**src/rtl/dct_sequencer_if.sv**
```systemverilog
// -----------------------------------------------------------------------------
// dct_sequencer_if
//   Bundles every non-clock/reset signal of dct_sequencer.
//   slave  : the sequencer itself.
//   master : the environment (log/mel source, cosine ROM, MFCC sink).
//   Signals:
//     in_valid/in_ready/in_data        sample stream from the log/mel stage
//     rom_en/rom_addr_n/rom_addr_k     cosine ROM read request
//     rom_data                         ROM word, one cycle after rom_en
//     out_valid/out_ready/out_data     coefficient stream to the MFCC stage
//     out_index/out_last               k of out_data, final coefficient marker
//     sat_flag/busy                    per-frame saturation, activity status
// -----------------------------------------------------------------------------
interface dct_sequencer_if #(
  parameter int NUM_FILTERS = 40,
  parameter int NUM_CEPS    = 12,
  parameter int DATA_WIDTH  = 16,
  parameter int COEF_WIDTH  = 16
);
  localparam int N_W = $clog2(NUM_FILTERS);
  localparam int K_W = $clog2(NUM_CEPS);

  logic                         in_valid;
  logic                         in_ready;
  logic signed [DATA_WIDTH-1:0] in_data;
  logic                         rom_en;
  logic [N_W-1:0]               rom_addr_n;
  logic [K_W-1:0]               rom_addr_k;
  logic signed [COEF_WIDTH-1:0] rom_data;
  logic                         out_valid;
  logic                         out_ready;
  logic signed [DATA_WIDTH-1:0] out_data;
  logic [K_W-1:0]               out_index;
  logic                         out_last;
  logic                         sat_flag;
  logic                         busy;

  modport slave (
    input  in_valid, in_data, rom_data, out_ready,
    output in_ready, rom_en, rom_addr_n, rom_addr_k,
           out_valid, out_data, out_index, out_last, sat_flag, busy
  );

  modport master (
    output in_valid, in_data, rom_data, out_ready,
    input  in_ready, rom_en, rom_addr_n, rom_addr_k,
           out_valid, out_data, out_index, out_last, sat_flag, busy
  );
endinterface

```
**src/rtl/dct_sequencer.sv**
```systemverilog
// -----------------------------------------------------------------------------
// dct_sequencer
//   Buffers one frame of NUM_FILTERS log-mel samples, then computes the
//   cepstral coefficients k = K0..NUM_CEPS-1 with one shared signed MAC,
//   reading the Q15 cosine table from an external 1-cycle-latency ROM.
//   Each coefficient is rounded (acc + 2^14) >>> 15 and saturated to
//   DATA_WIDTH bits before being offered on the output handshake.
//
//   Ports:
//     clk  rising-edge clock
//     rst  asynchronous active-high reset (aborts any frame in progress)
//     bus  dct_sequencer_if.slave (input stream, ROM port, output stream,
//          sat_flag, busy)
//
//   Build option:
//     DCT_SKIP_C0_EN  when defined, k=0 (frame energy) is skipped and each
//                     frame emits only k = 1..NUM_CEPS-1.
// -----------------------------------------------------------------------------
module dct_sequencer #(
  parameter int NUM_FILTERS = 40,
  parameter int NUM_CEPS    = 12,
  parameter int DATA_WIDTH  = 16,
  parameter int COEF_WIDTH  = 16,
  parameter int ACC_WIDTH   = 40
) (
  input  logic            clk,
  input  logic            rst,
  dct_sequencer_if.slave  bus
);
  localparam int N_W = $clog2(NUM_FILTERS);
  localparam int K_W = $clog2(NUM_CEPS);
  localparam int C_W = $clog2(NUM_FILTERS + 1);
  localparam int P_W = DATA_WIDTH + COEF_WIDTH;

`ifdef DCT_SKIP_C0_EN
  localparam logic [K_W-1:0] K0 = K_W'(1);
`else
  localparam logic [K_W-1:0] K0 = '0;
`endif

  localparam logic [C_W-1:0] C_LOAD_LAST = C_W'(NUM_FILTERS - 1);
  localparam logic [C_W-1:0] C_MAC_LAST  = C_W'(NUM_FILTERS);
  localparam logic [K_W-1:0] K_LAST      = K_W'(NUM_CEPS - 1);

  localparam logic signed [ACC_WIDTH-1:0] RND     = ACC_WIDTH'(16384);
  localparam logic signed [ACC_WIDTH-1:0] SAT_MAX = ACC_WIDTH'({1'b0, {(DATA_WIDTH-1){1'b1}}});
  localparam logic signed [ACC_WIDTH-1:0] SAT_MIN = ~SAT_MAX;

  localparam logic [1:0] ST_LOAD    = 2'd0;
  localparam logic [1:0] ST_COMPUTE = 2'd1;
  localparam logic [1:0] ST_OUTPUT  = 2'd2;

  logic [1:0]                   state_q, state_d;
  logic [C_W-1:0]               cnt_q, cnt_d;      // sample index in LOAD, cycle index in COMPUTE
  logic [K_W-1:0]               k_q, k_d;
  logic signed [ACC_WIDTH-1:0]  acc_q, acc_d;
  logic signed [DATA_WIDTH-1:0] sample_q, sample_d;
  logic signed [DATA_WIDTH-1:0] out_data_q, out_data_d;
  logic                         sat_q, sat_d;
  logic signed [DATA_WIDTH-1:0] smp_buf_q [NUM_FILTERS];

  logic                         load_fire;
  logic                         rom_rd;
  logic [NUM_FILTERS-1:0]       buf_we;
  logic signed [P_W-1:0]        prod;
  logic signed [ACC_WIDTH-1:0]  acc_sum;
  logic signed [ACC_WIDTH-1:0]  rnd_sum;
  logic signed [ACC_WIDTH-1:0]  scaled;

  assign load_fire = (state_q == ST_LOAD) && bus.in_valid;
  // The final COMPUTE cycle only folds in the last ROM word; no new read.
  assign rom_rd    = (state_q == ST_COMPUTE) && (cnt_q != C_MAC_LAST);

  genvar gi;
  generate
    for (gi = 0; gi < NUM_FILTERS; gi++) begin : g_we
      assign buf_we[gi] = load_fire && (cnt_q == C_W'(gi));
    end
  endgenerate

  always_ff @(posedge clk or posedge rst) begin
    if (rst) begin
      for (int i = 0; i < NUM_FILTERS; i++) smp_buf_q[i] <= '0;
    end else begin
      for (int i = 0; i < NUM_FILTERS; i++) begin
        if (buf_we[i]) smp_buf_q[i] <= bus.in_data;
      end
    end
  end

  // The sample is read one cycle early so it lines up with the ROM word
  // returned for the same n.
  always_comb begin
    sample_d = sample_q;
    if (rom_rd) sample_d = smp_buf_q[cnt_q[N_W-1:0]];
  end

  assign prod    = P_W'(sample_q) * P_W'(bus.rom_data);
  assign acc_sum = acc_q + $signed({{(ACC_WIDTH-P_W){prod[P_W-1]}}, prod});
  assign rnd_sum = acc_sum + RND;
  assign scaled  = rnd_sum >>> 15;

  always_comb begin
    state_d    = state_q;
    cnt_d      = cnt_q;
    k_d        = k_q;
    acc_d      = acc_q;
    out_data_d = out_data_q;
    sat_d      = sat_q;
    case (state_q)
      ST_LOAD: begin
        if (bus.in_valid) begin
          if (cnt_q == '0) sat_d = 1'b0;
          if (cnt_q == C_LOAD_LAST) begin
            state_d = ST_COMPUTE;
            cnt_d   = '0;
            k_d     = K0;
            acc_d   = '0;
          end else begin
            cnt_d = cnt_q + 1'b1;
          end
        end
      end
      ST_COMPUTE: begin
        // Cycle 0 only issues the first ROM read; data arrives from cycle 1.
        if (cnt_q != '0) acc_d = acc_sum;
        if (cnt_q == C_MAC_LAST) begin
          state_d = ST_OUTPUT;
          cnt_d   = '0;
          if (scaled > SAT_MAX) begin
            out_data_d = SAT_MAX[DATA_WIDTH-1:0];
            sat_d      = 1'b1;
          end else if (scaled < SAT_MIN) begin
            out_data_d = SAT_MIN[DATA_WIDTH-1:0];
            sat_d      = 1'b1;
          end else begin
            out_data_d = scaled[DATA_WIDTH-1:0];
          end
        end else begin
          cnt_d = cnt_q + 1'b1;
        end
      end
      ST_OUTPUT: begin
        if (bus.out_ready) begin
          if (k_q == K_LAST) begin
            state_d = ST_LOAD;
          end else begin
            state_d = ST_COMPUTE;
            k_d     = k_q + 1'b1;
            acc_d   = '0;
          end
        end
      end
      default: state_d = ST_LOAD;
    endcase
  end

  always_ff @(posedge clk or posedge rst) begin
    if (rst) begin
      state_q    <= ST_LOAD;
      cnt_q      <= '0;
      k_q        <= '0;
      acc_q      <= '0;
      sample_q   <= '0;
      out_data_q <= '0;
      sat_q      <= 1'b0;
    end else begin
      state_q    <= state_d;
      cnt_q      <= cnt_d;
      k_q        <= k_d;
      acc_q      <= acc_d;
      sample_q   <= sample_d;
      out_data_q <= out_data_d;
      sat_q      <= sat_d;
    end
  end

  // Outputs are decoded from state so an asynchronous reset clears them
  // immediately; index/data read as 0 whenever no coefficient is offered.
  assign bus.in_ready   = (state_q == ST_LOAD);
  assign bus.busy       = (state_q != ST_LOAD);
  assign bus.rom_en     = rom_rd;
  assign bus.rom_addr_n = rom_rd ? cnt_q[N_W-1:0] : '0;
  assign bus.rom_addr_k = rom_rd ? k_q : '0;
  assign bus.out_valid  = (state_q == ST_OUTPUT);
  assign bus.out_data   = (state_q == ST_OUTPUT) ? out_data_q : '0;
  assign bus.out_index  = (state_q == ST_OUTPUT) ? k_q : '0;
  assign bus.out_last   = (state_q == ST_OUTPUT) && (k_q == K_LAST);
  assign bus.sat_flag   = sat_q;
endmodule

```
**src/flat_wrapper.sv**
```systemverilog
// flat-port wrapper written by rule: the top's interface ports become plain ports
module dct_sequencer_flat 
#(
  parameter int NUM_FILTERS = 40,
  parameter int NUM_CEPS    = 12,
  parameter int DATA_WIDTH  = 16,
  parameter int COEF_WIDTH  = 16,
  parameter int ACC_WIDTH   = 40
)
  (clk, rst, bus_in_valid, bus_in_data, bus_rom_data, bus_out_ready, bus_in_ready, bus_rom_en, bus_rom_addr_n, bus_rom_addr_k, bus_out_valid, bus_out_data, bus_out_index, bus_out_last, bus_sat_flag, bus_busy);
  dct_sequencer_if #(.NUM_FILTERS(NUM_FILTERS), .NUM_CEPS(NUM_CEPS), .DATA_WIDTH(DATA_WIDTH), .COEF_WIDTH(COEF_WIDTH)) bus_i ();
  input  logic clk;
  input  logic rst;
  input wire logic [$bits(bus_i.in_valid)-1:0] bus_in_valid;
  input wire logic [$bits(bus_i.in_data)-1:0] bus_in_data;
  input wire logic [$bits(bus_i.rom_data)-1:0] bus_rom_data;
  input wire logic [$bits(bus_i.out_ready)-1:0] bus_out_ready;
  output wire logic [$bits(bus_i.in_ready)-1:0] bus_in_ready;
  output wire logic [$bits(bus_i.rom_en)-1:0] bus_rom_en;
  output wire logic [$bits(bus_i.rom_addr_n)-1:0] bus_rom_addr_n;
  output wire logic [$bits(bus_i.rom_addr_k)-1:0] bus_rom_addr_k;
  output wire logic [$bits(bus_i.out_valid)-1:0] bus_out_valid;
  output wire logic [$bits(bus_i.out_data)-1:0] bus_out_data;
  output wire logic [$bits(bus_i.out_index)-1:0] bus_out_index;
  output wire logic [$bits(bus_i.out_last)-1:0] bus_out_last;
  output wire logic [$bits(bus_i.sat_flag)-1:0] bus_sat_flag;
  output wire logic [$bits(bus_i.busy)-1:0] bus_busy;
  assign bus_i.in_valid = bus_in_valid;
  assign bus_i.in_data = bus_in_data;
  assign bus_i.rom_data = bus_rom_data;
  assign bus_i.out_ready = bus_out_ready;
  assign bus_in_ready = bus_i.in_ready;
  assign bus_rom_en = bus_i.rom_en;
  assign bus_rom_addr_n = bus_i.rom_addr_n;
  assign bus_rom_addr_k = bus_i.rom_addr_k;
  assign bus_out_valid = bus_i.out_valid;
  assign bus_out_data = bus_i.out_data;
  assign bus_out_index = bus_i.out_index;
  assign bus_out_last = bus_i.out_last;
  assign bus_sat_flag = bus_i.sat_flag;
  assign bus_busy = bus_i.busy;
  dct_sequencer #(.NUM_FILTERS(NUM_FILTERS), .NUM_CEPS(NUM_CEPS), .DATA_WIDTH(DATA_WIDTH), .COEF_WIDTH(COEF_WIDTH), .ACC_WIDTH(ACC_WIDTH)) u_core (.clk(clk), .rst(rst), .bus(bus_i));
endmodule
```
**config.mk**
```make
export PLATFORM = sky130hd
export DESIGN_NAME = dct_sequencer_flat
export DESIGN_NICKNAME = d
export VERILOG_FILES = /design/src/rtl/dct_sequencer_if.sv /design/src/rtl/dct_sequencer.sv /design/src/flat_wrapper.sv
export SDC_FILE = /design/constraint.sdc
export NUM_CORES = 2
export LEC_CHECK = 0
export ABC_AREA = 1
export CORE_MARGIN = 1.5
export CORE_UTILIZATION = 60
export CTS_CLUSTER_SIZE = 28
export DETAILED_ROUTE_END_ITERATION = 8
export PLACE_DENSITY_LB_ADDON = 0.25
export REMOVE_ABC_BUFFERS = 1
export SYNTH_ARGS = -nofsm -noshare
export SYNTH_HDL_FRONTEND = slang
export SYNTH_SLANG_ARGS = --single-unit
export TNS_END_PERCENT = 10
```
**constraint.sdc**
```tcl
create_clock -name clk -period 29.2 [get_ports clk]
set_input_delay 5.84 -clock clk [delete_from_list [all_inputs] [get_ports clk]]
set_output_delay 5.84 -clock clk [all_outputs]
set_load 0.1 [all_outputs]
```
==> flow_metrics.py <==
metrics = {
    "detailed_routing": {
        "ant_nets": 0,
        "wl_met3_mm": 11.3,
        "routed_wl_mm": 131,
        "via_per_inst": 5.83,
        "first_iter_violations": 4059,
        "first_pass_iters": 8,
        "wl_met1_mm": 53.0,
        "num_vias": 39000,
        "highest_layer": "met5",
        "wl_met2_mm": 61.3,
        "wl_per_cell_um": 19.6,
        "drc": 0,
    },
    "clocking": {
        "cts.repair.resized": 0,
        "cts_tree": "done",
        "postCtsHoldBufs": 0,
        "post_cts_buffers": 0,
        "clkTransAtPathRegs_ns": 0.06,
        "cts_inserted_buffers": 75,
        "cts_max_path_buffers": 3,
        "h-tree-depth": 3,
        "insertion_delay_ns": 0.65,
        "cts_sinks": 725,
        "cts_root_buf": "clkbuf_16",
    },
    "synthesis": {
        "ys_seq_area_share_pct": 39.1,
        "synth.most_common_cell": "nand2_1",
        "synthFlopType": "dfrtp_1",
        "synth_edf_count": 0,
        "yosysTopAreaCellShare_pct": 39.1,
        "synth_cell_type_count": 45,
        "avgSynthCellArea_um2": 8.01,
        "ys_warn_count": 0,
        "synth_top_area_cell": "dfrtp_1",
        "ys_ff_latch": 725,
        "synth_common_cells": "1475 x nand2_1, 1024 x o21ai_0, 725 x dfrtp_1, 711 x inv_1, 486 x nor2_1",
        "synth_area_um2": 46400,
        "synth_area_leaders": "dfrtp_1 39%, fa_1 14%, nand2_1 12%",
        "async_flop_share_pct": 100,
        "synth_cells": 5791,
    },
    "setup_path": {
        "reg2reg_slack_ns": 21.05,
        "worstPathRequired_ns": 29.71,
        "path_class": "in2reg",
        "startpoint_type": "primary input",
        "cp_common_cell": "nand2_1",
        "cp_max_fo": 16,
        "worst_path_max_delay_cell": "clkdlybuf4s50_1",
        "rr_endpoint": "u_core.out_data_q[14]",
        "reg2reg_depth": 30,
        "max_stage_delay_ns": 0.90,
        "timing.rr.start": "u_core.sample_q[15]",
        "critical_path_arrival_ns": 13.89,
        "critPathCaptureType": "flip-flop",
    },
    "sta": {
        "clock_skew_ns": 0.0335,
        "fmax_mhz": 74.8,
        "rsz0062_at_grt": "no",
        "worst_pin_slew_ns": 1.31,
        "fin_crit_ns": 13.38,
        "hold_viol": 0,
        "maxSlewViolCount": 0,
        "setup_viol": 0,
        "fin_setup_tns_ns": 0,
        "relSlewSlack_pct": 12.4,
        "period_share_pct": 45.8,
    },
    "place": {
        "globalplace.congestion": 0.989,
        "portBuffers": 71,
        "hpwl_mm": 86.7,
        "placed_area_um2": 47400,
    },
    "floorplanning": {
        "die_h_um": 281,
        "initial_core_util_pct": 60.8,
        "die-area_um2": 78900,
        "ios": 72,
        "fp.coreArea_um2": 76200,
        "rows": 101,
        "die_w_um": 281,
    },
    "layout": {
        "nets": 6088,
        "diodes": 0,
        "final_area_um2": 50000,
        "fillers": 6418,
        "area_growth_pct": 7.86,
        "post-route-util_pct": 65.6,
        "final_layout_size_suffix_gt1_share_pct": 4.42,
    },
    "hold_path": {
        "min_from": "u_core.smp_buf_q[468]",
        "hold_class": "reg2reg",
        "hold_path_depth": 2,
        "min_to": "u_core.smp_buf_q[468]",
    },
    "status": {
        "outcome": "complete, no violations",
    },
    "global_routing": {
        "antenna_found_initial": 3,
        "grt.overflow.total": 0,
        "grt_pass1_wl_mm": 211,
        "grt_pass1_vias": 38300,
        "grt_usage_pct": 34.3,
        "grt_max_degree": 176,
    },
    "run": {
        "max-cap-violations": 0,
    },
}
==> flip-flops by register name (all words and copies together), names as in the netlist <==
| signal | cells |
|---|---|
| u_core.cnt_q | 6 |
| u_core.smp_buf_q | 640 |
| u_core.k_q | 4 |
| u_core.acc_q | 40 |
| u_core.out_data_q | 16 |
| u_core.sample_q | 16 |
| u_core.bus.sat_flag | 1 |
| u_core.state_q | 2 |
==> per-layer routing <==
metal | vias to the layer above | GRT usage [%]
met4 | 6 | 15.5
met5 | - | 0
met3 | 298 | 5.81
met1 | 19100 | 46.1
met2 | 1640 | 54.8
li1 | 17900 | -
==> per-stage QoR <==
step	instances	worst slack [ns]	hold slack (ns)
6_report	6692	15.82	0.477
2_1_floorplan	5399	3.02	0.448
3_5_place_dp	6554	15.20	0.467
4_1_cts	6692	15.85	0.482
5_1_grt	6692	15.11	0.491
3_3_place_gp	6554	15.35	0.460
==> cell type report <==
cell class                      count  area (µm²)  area share (%)
Multi-Input combinational cell   3951       24000            48.1
Sequential cell                   725       18100            36.3
Inverter                          723        2730            5.46
Clock buffer                      102        2130            4.26
Tap cell                         1030        1290            2.58
Timing Repair Buffer              125        1180            2.36
Clock inverter                     36         489           0.978
==> worst max-delay path by stage <==
stage	from	to	slack [ns]	cells after the start
after CTS	bus_rom_data[1]	u_core.out_data_q[14]	15.85	32
after detailed placement	bus_rom_data[1]	u_core.out_data_q[14]	15.20	32
after floorplan	rst	u_core.acc_q[0]	3.02	1
after global placement	bus_rom_data[1]	u_core.out_data_q[12]	15.35	32
after global routing	bus_rom_data[1]	u_core.out_data_q[14]	15.11	32
final	bus_rom_data[1]	u_core.out_data_q[14]	15.82	31
==> kinds of logic after synthesis <==
logic type | count (synthesis) | synth area share [%]
and+or+nand+nor | 2148 | 18.4
AOI/OAI and AO/OA | 1317 | 15.2
buffers and inverters | 1115 | 9.07
DFF | 725 | 39.1
adders and majority gates | 451 | 17.5
xor gates and xnor gates | 35 | 0.694
==> placed cells by master, fill, tap and decap left out, types with 16 or more instances in the layout <==
master              n
a21oi_1            47
a221oi_1           16
a22o_1             28
buf_4              49
clkbuf_16          76
clkdlybuf4s50_1    71
clkinv_2           19
dfrtp_1           723
fa_1              330
ha_1              121
inv_1             708
nand2_1          1475
nand2_2            20
nand3_1            91
nand4_1            35
nor2_1            482
o21ai_0          1024
o22ai_1           163
xor2_1             21
==> worst max-delay path, delay by kind of cell <==
family	cells	cell delay, ns
buf+inv	8	1.57
simple gates	13	1.93
compound gates	2	0.32
xor+xnor	1	0.25
fa+ha+maj	7	3.95
Power is not shown: default switching activity piles up to over one toggle a cycle in this logic, so the estimate is an artifact.
